<file path="config.mk">
export PLATFORM = sky130hd
export DESIGN_NAME = add3_pipe
export DESIGN_NICKNAME = d
export VERILOG_FILES = /design/src/rtl/add3_pipe_pkg.sv /design/src/rtl/add_seg.sv /design/src/rtl/add3_pipe.sv
export SDC_FILE = /design/constraint.sdc
export NUM_CORES = 1
export LEC_CHECK = 0
export BUFFER_PORTS_ARGS = -buffer_cell sky130_fd_sc_hd__buf_2
export CELL_PAD_IN_SITES_DETAIL_PLACEMENT = 1
export CELL_PAD_IN_SITES_GLOBAL_PLACEMENT = 1
export CORE_MARGIN = 2
export CORE_UTILIZATION = 37
export CTS_CLUSTER_DIAMETER = 150
export DETAILED_ROUTE_END_ITERATION = 8
export PLACE_DENSITY = 0.81
export SYNTH_ARGS = -nofsm -noshare
export SYNTH_HDL_FRONTEND = slang
export SYNTH_SLANG_ARGS = --single-unit
</file>
<file path="constraint.sdc">
create_clock -name CLK -period 2.45 [get_ports CLK]
set_clock_uncertainty 0.1 [all_clocks]
set_input_delay 0.1225 -clock CLK [delete_from_list [all_inputs] [get_ports CLK]]
set_output_delay 0.1225 -clock CLK [all_outputs]
set_load 0.02 [all_outputs]
</file>
<file path="src/rtl/add3_pipe_pkg.sv">
// Shared constants and helpers for the md5crypt three-operand adder pipeline.
package add3_pipe_pkg;

  localparam int unsigned ADD3_MAX_STAGES = 4;
  localparam int unsigned MD5_TAG_W       = 2;

  function automatic int unsigned ceil_div(int unsigned n, int unsigned d);
    return (n + d - 1) / d;
  endfunction

endpackage

</file>
<file path="src/rtl/add_seg.sv">
// One carry-chain segment: W-bit add with carry-in, registered sum and carry-out.
module add_seg #(
  parameter int unsigned W       = 8,
  parameter logic [W-1:0] RST_VAL = '0
) (
  input  logic         CLK,
  input  logic         rst,
  input  logic         en,
  input  logic [W-1:0] a,
  input  logic [W-1:0] b,
  input  logic         cin,
  output logic [W-1:0] sum,
  output logic         cout
);

  logic [W:0] total;

  assign total = {1'b0, a} + {1'b0, b} + {{W{1'b0}}, cin};

  always_ff @(posedge CLK) begin
    if (rst) begin
      sum  <= RST_VAL;
      cout <= 1'b0;
    end else if (en) begin
      sum  <= total[W-1:0];
      cout <= total[W];
    end
  end

endmodule

</file>
<file path="src/rtl/add3_pipe.sv">
// Pipelined (a+b+c) mod 2^WIDTH: carry-save front end, then STAGES skewed carry segments
// with valid/tag riding alongside; o and tag_out hold between results.
module add3_pipe
  import add3_pipe_pkg::*;
#(
  parameter int unsigned      WIDTH  = 32,
  parameter int unsigned      STAGES = 2,
  parameter logic [WIDTH-1:0] IV     = '0,
  parameter int unsigned      TAG_W  = MD5_TAG_W
) (
  input  logic             CLK,
  input  logic             rst,
  input  logic             en,
  input  logic             in_valid,
  input  logic [WIDTH-1:0] a,
  input  logic [WIDTH-1:0] b,
  input  logic [WIDTH-1:0] c,
  input  logic [TAG_W-1:0] tag_in,
  output logic             out_valid,
  output logic [WIDTH-1:0] o,
  output logic [TAG_W-1:0] tag_out
);

  localparam int unsigned SEG  = ceil_div(WIDTH, (STAGES == 0) ? 1 : STAGES);
  localparam int unsigned LAST = STAGES - 1;

  if (STAGES == 0 || STAGES > ADD3_MAX_STAGES || (STAGES - 1) * SEG >= WIDTH) begin : g_bad_params
    $error("add3_pipe: illegal STAGES=%0d for WIDTH=%0d", STAGES, WIDTH);
  end

  function automatic logic [WIDTH-1:0] low_mask(int unsigned n);
    logic [WIDTH-1:0] m;
    m = '0;
    for (int unsigned j = 0; j < WIDTH; j++) m[j] = (j < n);
    return m;
  endfunction

  logic [WIDTH-1:0] s_in   [STAGES];
  logic [WIDTH-1:0] y_in   [STAGES];
  logic [WIDTH-1:0] s_q    [STAGES];
  logic [WIDTH-1:0] y_q    [STAGES];
  logic [WIDTH-1:0] skew_q [STAGES];
  logic [WIDTH-1:0] res    [STAGES];
  logic [TAG_W-1:0] t_in   [STAGES];
  logic [TAG_W-1:0] t_q    [STAGES];
  logic [STAGES-1:0] v_in;
  logic [STAGES-1:0] v_q;
  logic [STAGES:0]   carry;
  logic [WIDTH-1:0]  sum_all;
  logic              unused_bits;

  // Stage inputs: stage 0 sees the carry-save compressed operands, later stages the delayed copies.
  always_comb begin
    s_in[0] = a ^ b ^ c;
    y_in[0] = ((a & b) | (a & c) | (b & c)) << 1;
    t_in[0] = tag_in;
    v_in[0] = in_valid;
    for (int unsigned i = 1; i < STAGES; i++) begin
      s_in[i] = s_q[i-1];
      y_in[i] = y_q[i-1];
      t_in[i] = t_q[i-1];
      v_in[i] = v_q[i-1];
    end
  end

  // Partial result after each stage: finished lower segments from skew plus this stage's segment.
  always_comb begin
    for (int unsigned i = 0; i < STAGES; i++) begin
      res[i] = (skew_q[i] & low_mask(i * SEG))
             | (sum_all & low_mask((i + 1) * SEG) & ~low_mask(i * SEG));
    end
  end

  assign carry[0] = 1'b0;

  for (genvar i = 0; i < STAGES; i++) begin : g_seg
    localparam int unsigned LO = i * SEG;
    localparam int unsigned HI = ((i + 1) * SEG > WIDTH) ? WIDTH : (i + 1) * SEG;
    localparam int unsigned SW = HI - LO;
    localparam logic [SW-1:0] RV = (i == LAST) ? IV[LO +: SW] : '0;

    logic          seg_en;
    logic [SW-1:0] seg_sum;

    // The top segment is part of o, so it only loads when a valid result arrives.
    assign seg_en = (i == LAST) ? (en & v_in[i]) : en;

    add_seg #(.W(SW), .RST_VAL(RV)) u_seg (
      .CLK  (CLK),
      .rst  (rst),
      .en   (seg_en),
      .a    (s_in[i][LO +: SW]),
      .b    (y_in[i][LO +: SW]),
      .cin  (carry[i]),
      .sum  (seg_sum),
      .cout (carry[i+1])
    );

    assign sum_all[LO +: SW] = seg_sum;
  end

  always_ff @(posedge CLK) begin
    if (rst) begin
      v_q <= '0;
      for (int unsigned i = 0; i < STAGES; i++) begin
        s_q[i]    <= '0;
        y_q[i]    <= '0;
        t_q[i]    <= '0;
        skew_q[i] <= (i == LAST) ? IV : '0;
      end
    end else if (en) begin
      v_q <= v_in;
      for (int unsigned i = 0; i < STAGES; i++) begin
        s_q[i] <= s_in[i];
        y_q[i] <= y_in[i];
        if (i != LAST || v_in[i]) t_q[i] <= t_in[i];
      end
      for (int unsigned i = 1; i < STAGES; i++) begin
        if (i != LAST || v_in[i]) skew_q[i] <= res[i-1];
      end
    end
  end

  assign out_valid = v_q[LAST];
  assign o         = res[LAST];
  assign tag_out   = t_q[LAST];

  // Final carry-out is dropped (mod 2^WIDTH); last operand copies have no consumer.
  assign unused_bits = ^{carry[STAGES], s_q[LAST], y_q[LAST]};

endmodule

</file>
==> results.sh <==
export IMPL_status="completed"
export IMPL_cts_root_buf="clkbuf_16"
export IMPL_synth_seq_area_share=0.441
export IMPL_clk_pin_slew_worst_paths_ns=0.06
export IMPL_critPathMaxFanout=2
export IMPL_drc=0
export IMPL_layout_nets=785
export IMPL_die_w_um=122
export IMPL_numPortBuffers=136
export IMPL_antenna_left=0
export IMPL_cts_buffers=9
export IMPL_post_route_period_util=0.956
export IMPL_max_stage_delay_ns=0.47
export IMPL_syn_avg_cell_area_um2=11.0
export IMPL_clockBufferDepth=2
export IMPL_place_gp_congestion=0.851
export IMPL_grt_pass1_wl_mm=20.9
export IMPL_grt_start_max_net_pins=58
export IMPL_ys_ff_latch=87
export IMPL_worstSetupPathType="in -> reg"
export IMPL_grt_usage=0.180
export IMPL_netlist_instances=467
export IMPL_start_util=0.374
export IMPL_hold_ws_ns=0.0364
export IMPL_std_cell_rows=43
export IMPL_num_vias=4086
export IMPL_arrival_ns=2.46
export IMPL_antenna_cells=0
export IMPL_drt_iter0_drc=230
export IMPL_grt_pass1_vias=4357
export IMPL_synth_top_cell_area_share=0.304
export IMPL_cp_required_ns=2.57
export IMPL_wl_per_cell_um=16.5
export IMPL_grt_overflow=0
export IMPL_area_growth_pct=25.9
export IMPL_fin_crit_ns=2.34
export IMPL_cts_sinks=87
export IMPL_ys_types=48
export IMPL_drt_wl_total_mm=13.2
export IMPL_io_pins=137
export IMPL_max_vdd_ir_drop_mv=0.311
export IMPL_async_reset_ff_frac=0
export IMPL_max_slew_margin=0.526
export IMPL_tightest_slew_ns=0.710
export IMPL_antenna_found_initial=0
export IMPL_core_region_area_mm2=0.0137
export IMPL_die_y_um=122
export IMPL_syn_area_mm2=0.00513
export IMPL_drive_above_1_share=0.290
export IMPL_synth_edf_count=52
export IMPL_slowest_stage="fa_1"
export IMPL_dieArea_mm2=0.0148
export IMPL_insertion_delay_ns=0.33
export IMPL_drt_pass1_iter_count=5
export IMPL_p_per_area_mw_per_mm2=653
export IMPL_finalMaxSlewViolations=0
export IMPL_end_kind="flop"
export IMPL_maxClockFrequency_ghz=0.427
export IMPL_hpwl_mm=10.4
export IMPL_tns_ns=0
export IMPL_cts_tree="yes"
export IMPL_cap_violations=0
export IMPL_ys_warn_count=0
export IMPL_path_cells="buf_2 -> fa_1 -> ha_2 -> fa_2 -> a21o_1 -> a221oi_2 -> nor2_1 -> or3_1 -> a32o_1"
export IMPL_cts_htree_levels=3
export IMPL_yosysTopAreaCell="edfxtp_1"
export IMPL_final_hold_violation_count=0
export IMPL_vias_per_cell=5.08
export IMPL_nFillCells=1573
export IMPL_p_leak_uw=0.00296
export IMPL_synth_area_top_cells="edfxtp_1 (30%), dfxtp_1 (14%), fa_1 (13%)"
export IMPL_setup_viol=0
export IMPL_hold_path_class="in -> reg"
export IMPL_synth_ff_type="edfxtp_1"
export IMPL_syn_nets=632
export IMPL_startpoint_type="primary input"
-- flip-flops by register name (all words and copies together) (netlist names) --
| signal | flops |
|---|---|
| g_seg.u_seg.sum | 32 |
| skew_q | 16 |
| g_seg.u_seg.cout | 1 |
| t_q | 4 |
| y_q | 16 |
| v_q | 2 |
| s_q | 16 |
-- stage by stage --
step,setup slack (ns),area (um^2),instances,total power (uW),util
after CTS,0.00593,6420,802,4240,0.468
after detailed placement,-0.245,6100,784,2910,0.445
after global placement,-0.160,6100,784,2840,0.445
after global routing,-0.00402,6460,804,4450,0.471
after floorplan,0.000537,5140,467,2480,-
final,0.107,6460,804,4220,0.471
-- logic make-up after synthesis --
kind of cell	count (synthesis)	synth area share
xor+xnor	20	0.0341
buf+inv	39	0.0312
mux	11	0.0215
fa+ha+maj	63	0.203
simple gates	157	0.158
compound gates	90	0.111
flops	87	0.441
-- synthesized netlist by cell type, types with 2 or more instances --
cell,number
edfxtp_1,52
and2_1,36
dfxtp_1,35
fa_1,34
nand2_1,34
ha_1,29
nor2_1,28
a21oi_1,25
o21ai_0,23
inv_1,22
and3_1,20
clkbuf_1,13
mux2i_1,11
xor2_1,11
nand3_1,10
xnor2_1,9
nand4_1,8
a21o_1,5
nor2b_1,5
nor3_1,5
o211ai_1,5
or3_1,5
o21ai_1,4
a31oi_1,3
o21a_1,3
a211oi_1,2
a22o_1,2
a311oi_1,2
a32o_1,2
buf_2,2
nand2b_1,2
o22ai_1,2
o311a_1,2
o31ai_1,2
-- layout by cell type, fill, tap and decap left out, types with 2 or more instances in the layout --
cell type        n
nand3_1         10
fa_1            31
or3_1            5
a22o_1           2
clkinv_2         2
a31oi_1          2
clkbuf_1         2
a211oi_1         2
nand4_1          8
and3_1          20
a21oi_1         24
o21ai_1          5
mux2i_1         11
dlygate4sd3_1    3
xor2_1          10
ha_1            28
edfxtp_1        52
buf_4           20
o211ai_1         5
xnor2_1          9
nand2b_1         2
o21ai_0         22
o311a_1          2
a311oi_1         2
and2_1          36
o21a_1           3
a21boi_1         2
fa_2             3
nor2_1          28
nor2b_1          5
nor3_1           5
inv_1           22
a21o_1           5
buf_2          136
clkbuf_16        9
nand2_1         34
a32o_1           2
dfxtp_1         34
-- timing repair --
action,CTS,global route
gates resized for setup,1,9
pin swaps,1,8
hold endpoints to repair,3,0
setup buffers,0,2
endpoints found under the setup margin,1,6
hold buffers,3,0
-- area by class of cell --
class | count | area [um^2] | share of cell area
clock buffer | 11 | 233 | 0.0360
sequential | 87 | 2260 | 0.350
tap | 180 | 225 | 0.0349
inverter | 22 | 82.6 | 0.0128
multi-input combinational | 341 | 2750 | 0.425
timing repair buffer | 159 | 861 | 0.133
clock inverter | 4 | 47.5 | 0.00736
-- metal layers --
metal  part of all wire  global-route usage  wire length, um  vias up
met1               0.41               0.217             5460     2008
met2               0.53               0.325             6970       97
met4              0.023              0.0647              300        0
met3              0.038              0.0281              501       18
met5                  0                   0                0        -
li1                   -                   -                -     1963
-- power by group --
| part | internal, uW | switching (uW) | leakage [uW] |
|---|---|---|---|
| registers | 1690 | 61.8 | 0.000840 |
| logic | 505 | 649 | 0.00198 |
| clock network | 782 | 530 | 0.000135 |
-- worst max-delay path: cells and delay by family --
family                     cells  cell delay, ns
AOI/OAI and AO/OA              3            0.79
buffers and inverters          1            0.11
and+or+nand+nor                2            0.41
adders and majority gates      3            1.01
-- worst paths after layout --
path                         startpoint                endpoint  slack, ns  cells after the start
setup / recovery                   a[1]  g_seg[0].u_seg.sum[11]       0.11                      9
hold / removal                    b[31]              s_q[0][31]       0.04                      3
setup reg to reg             s_q[0][16]  g_seg[1].u_seg.sum[12]       0.12                      9
hold reg to reg   g_seg[1].u_seg.sum[4]   g_seg[1].u_seg.sum[4]       0.35                      2
Power figures use the tool's default switching activity.
